**config.mk**
```make
export PLATFORM = sky130hd
export DESIGN_NAME = clock_recover
export DESIGN_NICKNAME = d
export VERILOG_FILES = /design/src/rtl/clock_pkg.sv /design/src/rtl/ref_edge_sync.sv /design/src/rtl/clock_recover.sv
export SDC_FILE = /design/constraint.sdc
export NUM_CORES = 1
export LEC_CHECK = 0
export ABC_AREA = 1
export BUFFER_PORTS_ARGS = -buffer_cell sky130_fd_sc_hd__buf_4
export CAP_MARGIN = 10
export CORE_ASPECT_RATIO = 1.4
export CORE_MARGIN = 4
export CORE_UTILIZATION = 41
export DETAILED_ROUTE_END_ITERATION = 12
export PLACE_DENSITY = 0.55
export SETUP_SLACK_MARGIN = 0.02
export SYNTH_ARGS = -nofsm -noshare
export SYNTH_HDL_FRONTEND = slang
export SYNTH_SLANG_ARGS = --single-unit
```
**constraint.sdc**
```tcl
create_clock -name clk -period 10.3 [get_ports clk]
set_clock_uncertainty 0.15 [all_clocks]
set_input_delay 0.515 -clock clk [delete_from_list [all_inputs] [get_ports clk]]
set_output_delay 0.515 -clock clk [all_outputs]
set_load 0.02 [all_outputs]
```
**src/rtl/clock_pkg.sv**
```systemverilog
// Shared types and constants for the reference-clock recovery loop.
package clock_pkg;
  localparam int NCO_W = 16;
  localparam logic [NCO_W-1:0] PHASE_HALF    = 16'h8000;
  localparam logic [NCO_W-1:0] PHASE_QUARTER = 16'h4000;

  typedef enum logic [1:0] {
    ACQUIRE = 2'd0,
    LOCKED  = 2'd1,
    NOREF   = 2'd2
  } rec_state_t;
endpackage

```
**src/rtl/ref_edge_sync.sv**
```systemverilog
// Two-flop synchronizer for the asynchronous reference plus a one-cycle
// rising-edge pulse; reset is synchronous and active-low.
module ref_edge_sync (
  input  logic clk,
  input  logic reset,
  input  logic ref_in,
  output logic edge_pulse
);
  logic meta_reg, sync_reg, prev_reg;

  always_ff @(posedge clk) begin
    if (!reset) begin
      meta_reg <= 1'b0;
      sync_reg <= 1'b0;
      prev_reg <= 1'b0;
    end else begin
      meta_reg <= ref_in;
      sync_reg <= meta_reg;
      prev_reg <= sync_reg;
    end
  end

  assign edge_pulse = sync_reg & ~prev_reg;
endmodule

```
**src/rtl/clock_recover.sv**
```systemverilog
// NCO locked to an external reference by a PI phase loop, with lock/NOREF FSM.
// Optional quadrature output enabled by defining CLOCK_RECOVER_QUAD_EN.
module clock_recover
  import clock_pkg::*;
#(
  parameter int INC_INIT   = 3640,
  parameter int INC_MIN    = 1024,
  parameter int INC_MAX    = 4096,
  parameter int KP_SHIFT   = 3,
  parameter int KI_SHIFT   = 8,
  parameter int LOCK_TOL   = 2048,
  parameter int LOCK_COUNT = 16,
  parameter int LOSS_COUNT = 4,
  parameter int TIMEOUT    = 256
) (
  input  logic             clk,
  input  logic             reset,
  input  logic             ref_in,
  output logic             clk_out,
  output logic             clk_q,
  output logic [NCO_W-1:0] freq_word,
  output logic [NCO_W-1:0] phase_err,
  output logic             locked
);
  localparam logic signed [18:0] SUM_INIT = 19'(INC_INIT);
  localparam logic signed [18:0] SUM_MAX  = 19'(INC_MAX);
  localparam logic signed [18:0] SUM_MIN  = 19'(INC_MIN);
  localparam logic signed [17:0] INTEG_HI = 18'(INC_MAX - INC_INIT);
  localparam logic signed [17:0] INTEG_LO = 18'(INC_MIN - INC_INIT);

  rec_state_t              state_reg, state_next;
  logic [NCO_W-1:0]        acc_reg, acc_next;
  logic [NCO_W-1:0]        freq_word_reg, freq_word_next;
  logic [NCO_W-1:0]        phase_err_reg, phase_err_next;
  logic signed [17:0]      integ_reg, integ_next;
  logic [4:0]              edge_cnt_reg, edge_cnt_next;
  logic [8:0]              idle_cnt_reg, idle_cnt_next;
  logic                    edge_pulse;
  logic signed [NCO_W-1:0] err, err_kp, err_ki;
  logic [NCO_W:0]          err_abs;
  logic                    in_tol;
  logic signed [17:0]      integ_sum, integ_clamped;
  logic signed [18:0]      freq_sum;
  logic [NCO_W-1:0]        freq_sat;

  ref_edge_sync u_sync (
    .clk        (clk),
    .reset      (reset),
    .ref_in     (ref_in),
    .edge_pulse (edge_pulse)
  );

  // Positive error means the NCO phase is ahead of the reference edge.
  assign err     = $signed(acc_reg - PHASE_HALF);
  assign err_kp  = err >>> KP_SHIFT;
  assign err_ki  = err >>> KI_SHIFT;
  assign err_abs = err[NCO_W-1] ? (17'd0 - {1'b1, err}) : {1'b0, err};
  assign in_tol  = err_abs < 17'(LOCK_TOL);

  // Integrator is pinned to the clamp-equivalent value whenever the word saturates.
  always_comb begin
    integ_sum     = integ_reg - {{2{err_ki[NCO_W-1]}}, err_ki};
    freq_sum      = {integ_sum[17], integ_sum} + SUM_INIT;
    freq_sat      = freq_sum[NCO_W-1:0];
    integ_clamped = integ_sum;
    if (freq_sum > SUM_MAX) begin
      freq_sat      = 16'(INC_MAX);
      integ_clamped = INTEG_HI;
    end else if (freq_sum < SUM_MIN) begin
      freq_sat      = 16'(INC_MIN);
      integ_clamped = INTEG_LO;
    end
  end

  always_comb begin
    state_next     = state_reg;
    edge_cnt_next  = edge_cnt_reg;
    idle_cnt_next  = idle_cnt_reg;
    acc_next       = acc_reg + freq_word_reg;
    integ_next     = integ_reg;
    freq_word_next = freq_word_reg;
    phase_err_next = phase_err_reg;
    if (edge_pulse) begin
      idle_cnt_next = '0;
      if (state_reg == NOREF) begin
        state_next    = ACQUIRE;
        edge_cnt_next = '0;
      end else begin
        phase_err_next = err;
        integ_next     = integ_clamped;
        freq_word_next = freq_sat;
        acc_next       = acc_reg + freq_word_reg - $unsigned(err_kp);
        case (state_reg)
          ACQUIRE: begin
            if (!in_tol) begin
              edge_cnt_next = '0;
            end else if (edge_cnt_reg == 5'(LOCK_COUNT - 1)) begin
              state_next    = LOCKED;
              edge_cnt_next = '0;
            end else begin
              edge_cnt_next = edge_cnt_reg + 5'd1;
            end
          end
          LOCKED: begin
            if (in_tol) begin
              edge_cnt_next = '0;
            end else if (edge_cnt_reg == 5'(LOSS_COUNT - 1)) begin
              state_next    = ACQUIRE;
              edge_cnt_next = '0;
            end else begin
              edge_cnt_next = edge_cnt_reg + 5'd1;
            end
          end
          default: ;
        endcase
      end
    end else if (state_reg != NOREF) begin
      if (idle_cnt_reg == 9'(TIMEOUT - 1)) begin
        state_next    = NOREF;
        idle_cnt_next = 9'(TIMEOUT);
        edge_cnt_next = '0;
      end else begin
        idle_cnt_next = idle_cnt_reg + 9'd1;
      end
    end
  end

  always_ff @(posedge clk) begin
    if (!reset) begin
      state_reg     <= ACQUIRE;
      acc_reg       <= '0;
      integ_reg     <= '0;
      freq_word_reg <= 16'(INC_INIT);
      phase_err_reg <= '0;
      edge_cnt_reg  <= '0;
      idle_cnt_reg  <= '0;
    end else begin
      state_reg     <= state_next;
      acc_reg       <= acc_next;
      integ_reg     <= integ_next;
      freq_word_reg <= freq_word_next;
      phase_err_reg <= phase_err_next;
      edge_cnt_reg  <= edge_cnt_next;
      idle_cnt_reg  <= idle_cnt_next;
    end
  end

`ifdef CLOCK_RECOVER_QUAD_EN
  logic [NCO_W-1:0] acc_q_reg;

  always_ff @(posedge clk) begin
    if (!reset) acc_q_reg <= PHASE_QUARTER;
    else        acc_q_reg <= acc_next + PHASE_QUARTER;
  end

  assign clk_q = acc_q_reg[NCO_W-1];
`else
  assign clk_q = 1'b0;
`endif

  assign clk_out   = acc_reg[NCO_W-1];
  assign freq_word = freq_word_reg;
  assign phase_err = phase_err_reg;
  assign locked    = (state_reg == LOCKED);
endmodule

```
Yosys cells after proc, flatten, opt, wreduce, memory -nomap -nowiden

Index checks and enable logic that the tools add are counted.

Logic and storage cells: 69
Bits in registers: 85
Input port bits: 3

Reduce and logical (&&, ||, !) cells: 7
Add/sub/neg operators: 8
Bitwise logic cells: 4
Order comparisons: 3
Equal/unequal tests: 11
Mux-type cells: 26

Operator list:

| cell                                                            | count |
|---|---|
| 2-to-1 mux 16 bit                                               | 4 |
| 2-to-1 mux 5 bit                                                | 8 |
| 2-to-1 mux 18 bit                                               | 2 |
| adder 18 x 13 -> 19 bit, second input constant                  | 1 |
| greater-than comparator 19 x 14 -> 1 bit, second input constant | 1 |
| less-than comparator 19 x 12 -> 1 bit, second input constant    | 1 |
| subtractor 18 bit                                               | 1 |
| less-than comparator 17 x 12 -> 1 bit, second input constant    | 1 |
| 2-to-1 mux 17 bit                                               | 1 |
| subtractor 1 x 17 -> 17 bit, first input constant               | 1 |
| adder 16 bit                                                    | 1 |
| 2-to-1 mux 2 bit                                                | 8 |
| subtractor 16 bit                                               | 1 |
| subtractor 16 bit, second input constant                        | 1 |
| case mux 5 bit (2 select lines)                                 | 1 |
| adder 9 x 1 -> 9 bit, second input constant                     | 1 |
| equality test 9 x 8 -> 1 bit, second input constant             | 1 |
| 2-to-1 mux 9 bit                                                | 1 |
| inequality test 4 x 2 -> 1 bit, second input constant           | 2 |
| inequality test 4 bit, second input constant                    | 2 |
| AND reduction 7 bit                                             | 1 |
| adder 5 x 1 -> 5 bit, second input constant                     | 1 |
| equality test 5 x 2 -> 1 bit, second input constant             | 1 |
| equality test 5 x 4 -> 1 bit, second input constant             | 1 |
| 12 further kinds                                                | 15 |

Longest topological paths before layout

Gate-level depths: netlist of run 1.

Depth after elaboration: 8
Gate-level depth with buffers: 26

Hierarchy

Synthesis of run 1 repeated with hierarchy kept, for this count alone.

Cell total of the unflattened synthesis: 969
Area total of the unflattened synthesis: 6328.6 um^2

By module, submodules not included:

| module        | sequential area each (um^2) | instances | area each (um^2) | cells an instance |
|---|---|---|---|---|
| clock_recover | 1581.5                      | 1         | 6236.0           | 958 |
| ref_edge_sync | 60.1                        | 1         | 92.6             | 11 |

Worst setup path before layout of run 1

Ideal clock, no wire load.

Path type: reg-to-reg
From: register freq_word_reg[6], in the netlist freq_word[6]
To: register acc_reg[15]
Data required time: 10.037 ns
Stages on the path, launching flop included: 23
Arrival time: 3.232 ns
Setup time: 0.113 ns
Setup slack: 6.805 ns
Period minus slack after synthesis: 3.495 ns
Cell sequence: dfxtp_1 -> ha_1 -> nand2_1 -> or2_2 -> nand3_1 -> a21oi_1 -> o21ai_0 -> a21oi_1 -> o21bai_1 -> nand3_1 -> nand2_1 -> xnor2_1 -> inv_1 -> ha_1 -> inv_1 -> nor3_1 -> nand2_1 -> o21ai_0 -> a21oi_1 -> o21ai_0 -> nand2_1 -> nand2_1 -> nor2_1

Cells in the longest elaborated chain, start to end: 4

Ends and longest elaborated chain:

| what                     | line                                     | RTL |
|---|---|---|
| start: declaration       | clock_recover.sv:33                      | `logic [NCO_W-1:0] freq_word_reg, freq_word_next;` |
| start signal: assignment | clock_recover.sv:133                     | `freq_word_reg <= 16'(INC_INIT);` |
| start signal: assignment | clock_recover.sv:141                     | `freq_word_reg <= freq_word_next;` |
| adder 16 bit (*)         | clock_recover.sv:79, clock_recover.sv:92 |  |
| subtractor 16 bit        | clock_recover.sv:92                      | `acc_next = acc_reg + freq_word_reg - $unsigned(err_kp);` |
| 2-to-1 mux 16 bit        | clock_recover.sv:85                      | `if (state_reg == NOREF) begin` |
| 2-to-1 mux 16 bit (*)    | clock_recover.sv:83                      | `if (edge_pulse) begin` |
| end signal: assignment   | clock_recover.sv:139                     | `acc_reg <= acc_next;` |
| end: declaration         | clock_recover.sv:32                      | `logic [NCO_W-1:0] acc_reg, acc_next;` |

Mark *: on every way between the ends. The rest lies on a longest branch, timed or not.
A chain may end at the register's enable or synchronous reset.

Worst setup path after layout of run 1

From: register acc_reg[15]
To: register integ_reg[7]

Cells in the longest elaborated chain, start to end: 6
Elaborated cells between the ends (all ways): 7
Classes of those cells: add/sub: 3; order compare: 2; mux: 2

Ends and longest elaborated chain:

| what                                  | line                 | RTL |
|---|---|---|
| subtractor 16 bit (*)                 | clock_recover.sv:54  | `assign err = $signed(acc_reg - PHASE_HALF);` |
| subtractor 18 bit (*)                 | clock_recover.sv:62  | `integ_sum = integ_reg - {{2{err_ki[NCO_W-1]}}, err_ki};` |
| adder 18 x 13 -> 19 bit               | clock_recover.sv:63  | `freq_sum = {integ_sum[17], integ_sum} + SUM_INIT;` |
| less-than comparator 19 x 12 -> 1 bit | clock_recover.sv:69  | `end else if (freq_sum < SUM_MIN) begin` |
| 2-to-1 mux 18 bit                     | clock_recover.sv:69  |  |
| 2-to-1 mux 18 bit (*)                 | clock_recover.sv:66  | `if (freq_sum > SUM_MAX) begin` |
| end signal: assignment                | clock_recover.sv:140 | `integ_reg <= integ_next;` |
| end: declaration                      | clock_recover.sv:35  | `logic signed [17:0] integ_reg, integ_next;` |

Marks and branches as above.

==> impl_results.md, run 1 <==
* Clk pin slew, worst setup/hold paths at 0.07 ns
* DR iter-0 viols at 216
* R2r endpoint: integ_reg[7]
* Layout overhead on the synthesized area at 11.0%
* Hold Startpoint: ref_in
* Commonest non-fill, non-tap cell in the layout: nand2_1
* Setup ws final at 6.28 ns
* Vias/cell at 4.94
* Hold path endpoint: u_sync.meta_reg
* Worst setup SP type: register
* Post-cts hold buffer count at 0
* Vias in the first global route at 5993
* Top FF cell, synth: dfxtp_1
* Post-CTS resize count at 0
* Cts bufs inserted at 9
* CTS tree: done
* Synth Area in XOR/XNOR at 4.09%
* Routed len/inst at 13.8 um
* Pwr Density at 244 mW/mm^2
* LEAKAGE at 0.00357 uW
* Distinct cells, synth at 47
* Post-synth EDFFs at 0
* Port bufs at 36
* Routed WL at 16.7 mm
* Post-layout min period at 4.02 ns
* Clk pwr share at 20.0%
* Overall Global Routing Usage at 19.8%
* Sw frac at 47.3%
* VDD IR max at 0.194 mV
* Final net count at 1077
* Hpwl dp at 12.5 mm
* Rows at 53
* Critical Path Sink Type: register
* Top Ports at 38
* Grt total ovfl at 0
* Reg-to-Reg Start: acc_reg[15]
* Syn. warnings at 0
* Hold Vio Cnt, Final at 0
* Slew headroom at 39.6%
* Post-DRT Antenna Nets at 0
* Worst Path Max Fanout at 21
* Clock Latency Late Sink at 0.35 ns
* Chip width at 113 um
* Die H at 155 um
* Initial antenna violation count at 0
* Finish-stage setup viols at 0
* Outcome: complete, no violations
* H-tree levels at 3
* Switching power at 814 uW
* Crit Path Category: reg -> reg
* Cell taking the most area after synthesis: dfxtp_1
* Clock tree buffer depth at 2
* Clock Sinks at 82
* Synth Area in Adders at 12.1%
* Fmax at 249 MHz
* Die area at 0.0176 mm^2
* Logic pwr share at 57.9%
* Worst EP required at 10.37 ns
* Initial Util at 42.1%
* Worst hold-check path type: in -> reg
* Main combinational cell family by area after synthesis: simple AND/OR/NAND/NOR gates
* RSZ-0062 raised after global routing: false
* Setup TNS at 0 ns
* Routability congestion estimate at 0.852
* Antenna diode count at 0
* Simple-gate share of the synthesized area at 33.1%
* Actual slew at the worst max-slew pin at 0.904 ns
* Critical Path AT at 4.09 ns
* Via count at 5984
* Core area at 0.0151 mm^2
* Max Cap Viol at 0
* Post-route DRC at 0
* Register share of total power at 22.1%
* Internal at 906 uW
* Post-Place Setup Slack at 6.26 ns
* Post-synth ARST share at 0%
* Root buffer cell: clkbuf_16
* Largest net degree at the start of global routing at 60
* Yosys reg bits at 82
* Compound-gate portion of the synthesized area at 14.1%
* Post-CTS Repair Setup Buffers at 0
* Ratio of cells with drive above 1 in the final layout at 9.13%
* Mapped Nets at 1056
* Reg2reg setup slack at 6.28 ns
* Fin. max-slew vios at 0
* Hold path depth at 3
* Sequential fraction of the synthesis area at 25.8%
* Multiplexer share of the synthesized area at 0%
* Commonest cells after routing, fill and taps aside: 264 x nand2_1, 134 x inv_1, 105 x a21oi_1
* Period utilization at 39.0%
* Drt pass-1 iters at 5
* Reg2Reg Depth at 19
* Area contributors post-synth: dfxtp_1 26%, nand2_1 16%, ha_1 11%, a21oi_1 8.3%, inv_1 8.0%
* Syn avg cell area at 6.41 um^2
* Synth Instances at 993
* First-pass GRT wire length at 28.3 mm
* Area of the mapped netlist at 0.00636 mm^2
* Share of the synthesized area in the top cell type at 25.8%
-- worst max-delay path by stage --
stage | from | end | slack, ns | cells after the start
final | acc_reg[15] | integ_reg[7] | 6.28 | 19
after global routing | acc_reg[15] | integ_reg[7] | 5.77 | 19
after CTS | acc_reg[15] | integ_reg[7] | 6.25 | 18
after detailed placement | acc_reg[15] | integ_reg[7] | 6.26 | 18
after global placement | acc_reg[15] | integ_reg[8] | 6.30 | 19
after floorplan | freq_word[6] | acc_reg[15] | 6.80 | 22
-- routing by layer --
layer | vias up | routed length [um] | global-route usage (%)
li1 | 3238 | - | -
met1 | 2658 | 7260 | 22.9
met2 | 61 | 8590 | 36.6
met3 | 27 | 351 | 2.72
met4 | 0 | 462 | 7.56
met5 | - | 0 | 0
-- area by class of cell --
type                            instances  area (um^2)
Multi-Input combinational cell        741         4050
Inverter                              142          533
Timing Repair Buffer                   38          285
Sequential cell                        82         1640
Clock buffer                           11          253
Fill cell                            1629         8060
Clock inverter                          5         61.3
Tap cell                              192          240
-- kinds of logic after synthesis --
kind of cell             Yosys count
AND/OR/NAND/NOR                  482
AO/OA/AOI/OAI                    170
other                              1
buffers and inverters            170
XOR/XNOR                          28
flip-flops                        82
adder cells (fa/ha/maj)           60
-- stage by stage --
| step | util, % | power (uW) | cells | hold slack [ns] | instance area [um^2] |
|---|---|---|---|---|---|
| after floorplan | - | 1160 | 993 | 0.240 | 6360 |
| after global placement | 44.6 | 1390 | 1195 | 0.252 | 6750 |
| after detailed placement | 44.6 | 1380 | 1195 | 0.253 | 6750 |
| after CTS | 46.7 | 1730 | 1211 | 0.191 | 7060 |
| after global routing | 46.7 | 1900 | 1211 | 0.203 | 7060 |
| final | 46.7 | 1720 | 1211 | 0.199 | 7060 |
-- power by group through the flow --
stage	Combinational (uW)	Clock (uW)	Sequential [uW]
detailed placement	993	0	388
global placement	999	0	389
floorplan	774	0	387
global route	1150	366	385
finish	996	344	380
CTS	998	355	381
-- cell usage after synthesis, drive strengths merged, types with 3 or more instances --
master,instances
nand2,277
inv,142
a21oi,105
nor2,88
dfxtp,82
nand3,76
ha,57
o21ai,46
xor2,18
clkbuf,16
nor3,15
buf,12
xnor2,10
nand4,9
nor4,5
a211oi,4
and2,4
o21a,4
or2,4
fa,3
-- critical path: stages, from the launching register on --
cell and delay, ns:
dfxtp_1 0.91, ha_1 0.35, nand2_1 0.12, nor2_1 0.22, and2_1 0.16, nand2_1 0.07, nand2_1 0.09, nand2_1 0.06
nand2_2 0.09, inv_2 0.08, nor2_8 0.16, nand4_2 0.12, nand2_1 0.31, nand3_1 0.15, inv_1 0.07, nand2_1 0.06
nand3_2 0.24, nand2_2 0.12, nor2_4 0.24, a21oi_1 0.11
No activity file was read; power rests on OpenSTA's default activity.
==> inputs of run 2 (changes only) <==
Settings changed: PLACE_DENSITY 0.55 to 0.58.
Clock period 10.3 ns to 3.2 ns, I/O delays scaled along.
==> run 2 against run 1 <==
Compared with the run above: combinational power rose to 5.2 times the previous value; total power grew to 4.4 times the previous value; the flow now finishes with violations (setup timing); clock-buffer cell count fell by 2; flip-flop and latch count did not move; largest power group unchanged; fmax increased by 17%; die area stayed put; worst hold slack lost 0.18 ns; critical path type unchanged; critical path depth decreased by 1; routed wire length up 12%; core utilization up 12 points; global-route usage up 1.6 points.
==> impl_results.md, run 2 (synthesis results as in run 1) <==
* Die area at 0.0176 mm^2 (unchanged)
* Fin. max-slew vios at 0 (unchanged)
* CTS tree: done (unchanged)
* Initial Util at 42.1% (unchanged)
* Non-filler cells, final at 1364 (was 1211)
* Period utilization at 107% (was 39.0%)
* RSZ-0062 raised after global routing: true (was false)
* Finished Cell Area at 0.00891 mm^2 (was 0.00706 mm^2)
* Clk pin slew, worst setup/hold paths at 0.07 ns (about the same)
* Commonest cells after routing, fill and taps aside: 240 x nand2_1, 184 x buf_4, 130 x inv_1 (was 264 x nand2_1, 134 x inv_1, 105 x a21oi_1)
* Commonest non-fill, non-tap cell in the layout: nand2_1 (unchanged)
* Die H at 155 um (unchanged)
* Worst setup SP type: register (unchanged)
* Clock tree buffer depth at 2 (unchanged)
* Grt total ovfl at 0 (unchanged)
* First-pass GRT wire length at 30.5 mm (was 28.3 mm)
* Setup TNS at -2.46 ns (was 0 ns)
* Crit Path Category: reg -> reg (unchanged)
* Outcome: finished with violations (was complete, no violations)
* Layout overhead on the synthesized area at 40.1% (was 11.0%)
* Post-layout min period at 3.43 ns (was 4.02 ns)
* Fill cells at 1447 (was 1629)
* Pwr Density at 842 mW/mm^2 (was 244 mW/mm^2)
* LEAKAGE at 0.00438 uW (was 0.00357 uW)
* VDD IR max at 0.814 mV (was 0.194 mV)
* Setup ws final at -0.227 ns (was 6.28 ns)
* Core area at 0.0151 mm^2 (unchanged)
* Hold Vio Cnt, Final at 0 (unchanged)
* Slew headroom at 36.4% (was 39.6%)
* Worst Path Max Fanout at 4 (was 21)
* Antenna diode count at 0 (unchanged)
* Root buffer cell: clkbuf_16 (unchanged)
* Post-DRT Antenna Nets at 0 (unchanged)
* Critical Path Sink Type: register (unchanged)
* Routed len/inst at 13.7 um (was 13.8 um)
* Drt pass-1 iters at 4 (was 5)
* Worst EP required at 3.24 ns (was 10.37 ns)
* Port bufs at 36 (unchanged)
* Top Ports at 38 (unchanged)
* Overall Global Routing Usage at 21.4% (was 19.8%)
* Clock Sinks at 82 (unchanged)
* Initial antenna violation count at 0 (unchanged)
* Ratio of cells with drive above 1 in the final layout at 31.1% (was 9.13%)
* Actual slew at the worst max-slew pin at 0.954 ns (was 0.904 ns)
* Finish-stage setup viols at 32 (was 0)
* Fmax at 292 MHz (was 249 MHz)
* H-tree levels at 3 (unchanged)
* Vias in the first global route at 6580 (was 5993)
* Final net count at 1230 (was 1077)
* Hpwl dp at 13.8 mm (was 12.5 mm)
* Routability congestion estimate at 0.896 (was 0.852)
* Placed cell area at 0.00783 mm^2 (was 0.00675 mm^2)
* Register area at 0.00166 mm^2 (was 0.00164 mm^2)
* Rows at 53 (unchanged)
* Cts bufs inserted at 9 (unchanged)
* Via count at 6736 (was 5984)
* Chip width at 113 um (unchanged)
* Worst hold-check path type: in -> reg (unchanged)
* Largest net degree at the start of global routing at 59 (was 60)
* Footprint of the multi-input gates at 0.00470 mm^2 (was 0.00405 mm^2)
* Failing checks: setup timing
* Final Hold Slack at 0.0172 ns (was 0.199 ns)
* Number of placed instances with taps included at 1324 (was 1195)
* Clock Latency Late Sink at 0.36 ns (was 0.35 ns)
* Critical Path AT at 3.47 ns (was 4.09 ns)
* Post-route DRC at 0 (unchanged)
* Vias/cell at 4.94 (about the same)
* Total power at 7500 uW (was 1720 uW)
* Max Cap Viol at 0 (unchanged)
* DR iter-0 viols at 189 (was 216)
* Routed WL at 18.7 mm (was 16.7 mm)
-- run 2: changes by cell type in the layout (fill, tap and decap cells not counted), sizes merged --
cell,before,now
clkinvlp,2,3
clkbuf,11,9
buf,38,190
dlygate4sd3,0,1
clkinv,1,2
-- run 2: power breakdown --
part	switching [uW]	leakage (uW)	internal (uW)
Combinational	2790	0.00357	2410
Clock	477	0.000140	611
Sequential	82.9	0.000672	1130
Total	3350	0.00438	4150
-- run 2: metal layers --
| layer | part of all wire (%) | GRT usage [%] |
|---|---|---|
| met2 | 55 | 42.1 |
| met3 | 2.0 | 2.49 |
| met4 | 1.9 | 6.13 |
| met1 | 41 | 23.6 |
| met5 | 0 | 0 |
-- run 2: final cells by class --
class,count,area share (%)
multi-input combinational,741,52.8
clock inverter,7,0.870
inverter,142,6.01
tap,192,2.69
timing repair buffer,191,16.5
clock buffer,9,2.53
sequential,82,18.7
-- run 2: path summary, 6_finish.rpt --
kind / from / endpoint / slack (ns) / cells past startpoint
max: freq_word[0] / acc_reg[11] / -0.23 / 18
min: reset / freq_word[3] / 0.02 / 2
max reg2reg: freq_word[0] / acc_reg[11] / -0.23 / 18
min reg2reg: u_sync.meta_reg / u_sync.sync_reg / 0.28 / 2
-- run 2: repair_timing --
item	in CTS	in global routing
setup endpoints to repair	34	35
endpoints found under the hold margin	1	0
buffers inserted	11	12
gates cloned	0	0
gates resized for setup	75	58
hold buffers	1	0
pin swaps	44	22
-- run 2: critical path, stage by stage (launching register included) --
cell	delay, ns
dfxtp_4	0.36
ha_4	0.16
fa_2	0.35
xor2_1	0.30
ha_1	0.33
a21oi_1	0.17
nand2_1	0.08
nand2_1	0.08
nand2_1	0.06
nand2_1	0.06
nand2_1	0.07
nand2_1	0.07
nand2_1	0.05
a21oi_1	0.19
o21ai_0	0.18
a211oi_1	0.24
nor2_1	0.08
o21ai_0	0.21
a21oi_1	0.10
-- run 2: stage by stage --
stage / utilization, % / setup slack [ns]
after CTS: 56.7 / -0.224
after global routing: 59.0 / -0.423
after floorplan: - / -0.0170
final: 59.0 / -0.227
after global placement: 51.8 / -0.270
after detailed placement: 51.8 / -0.337
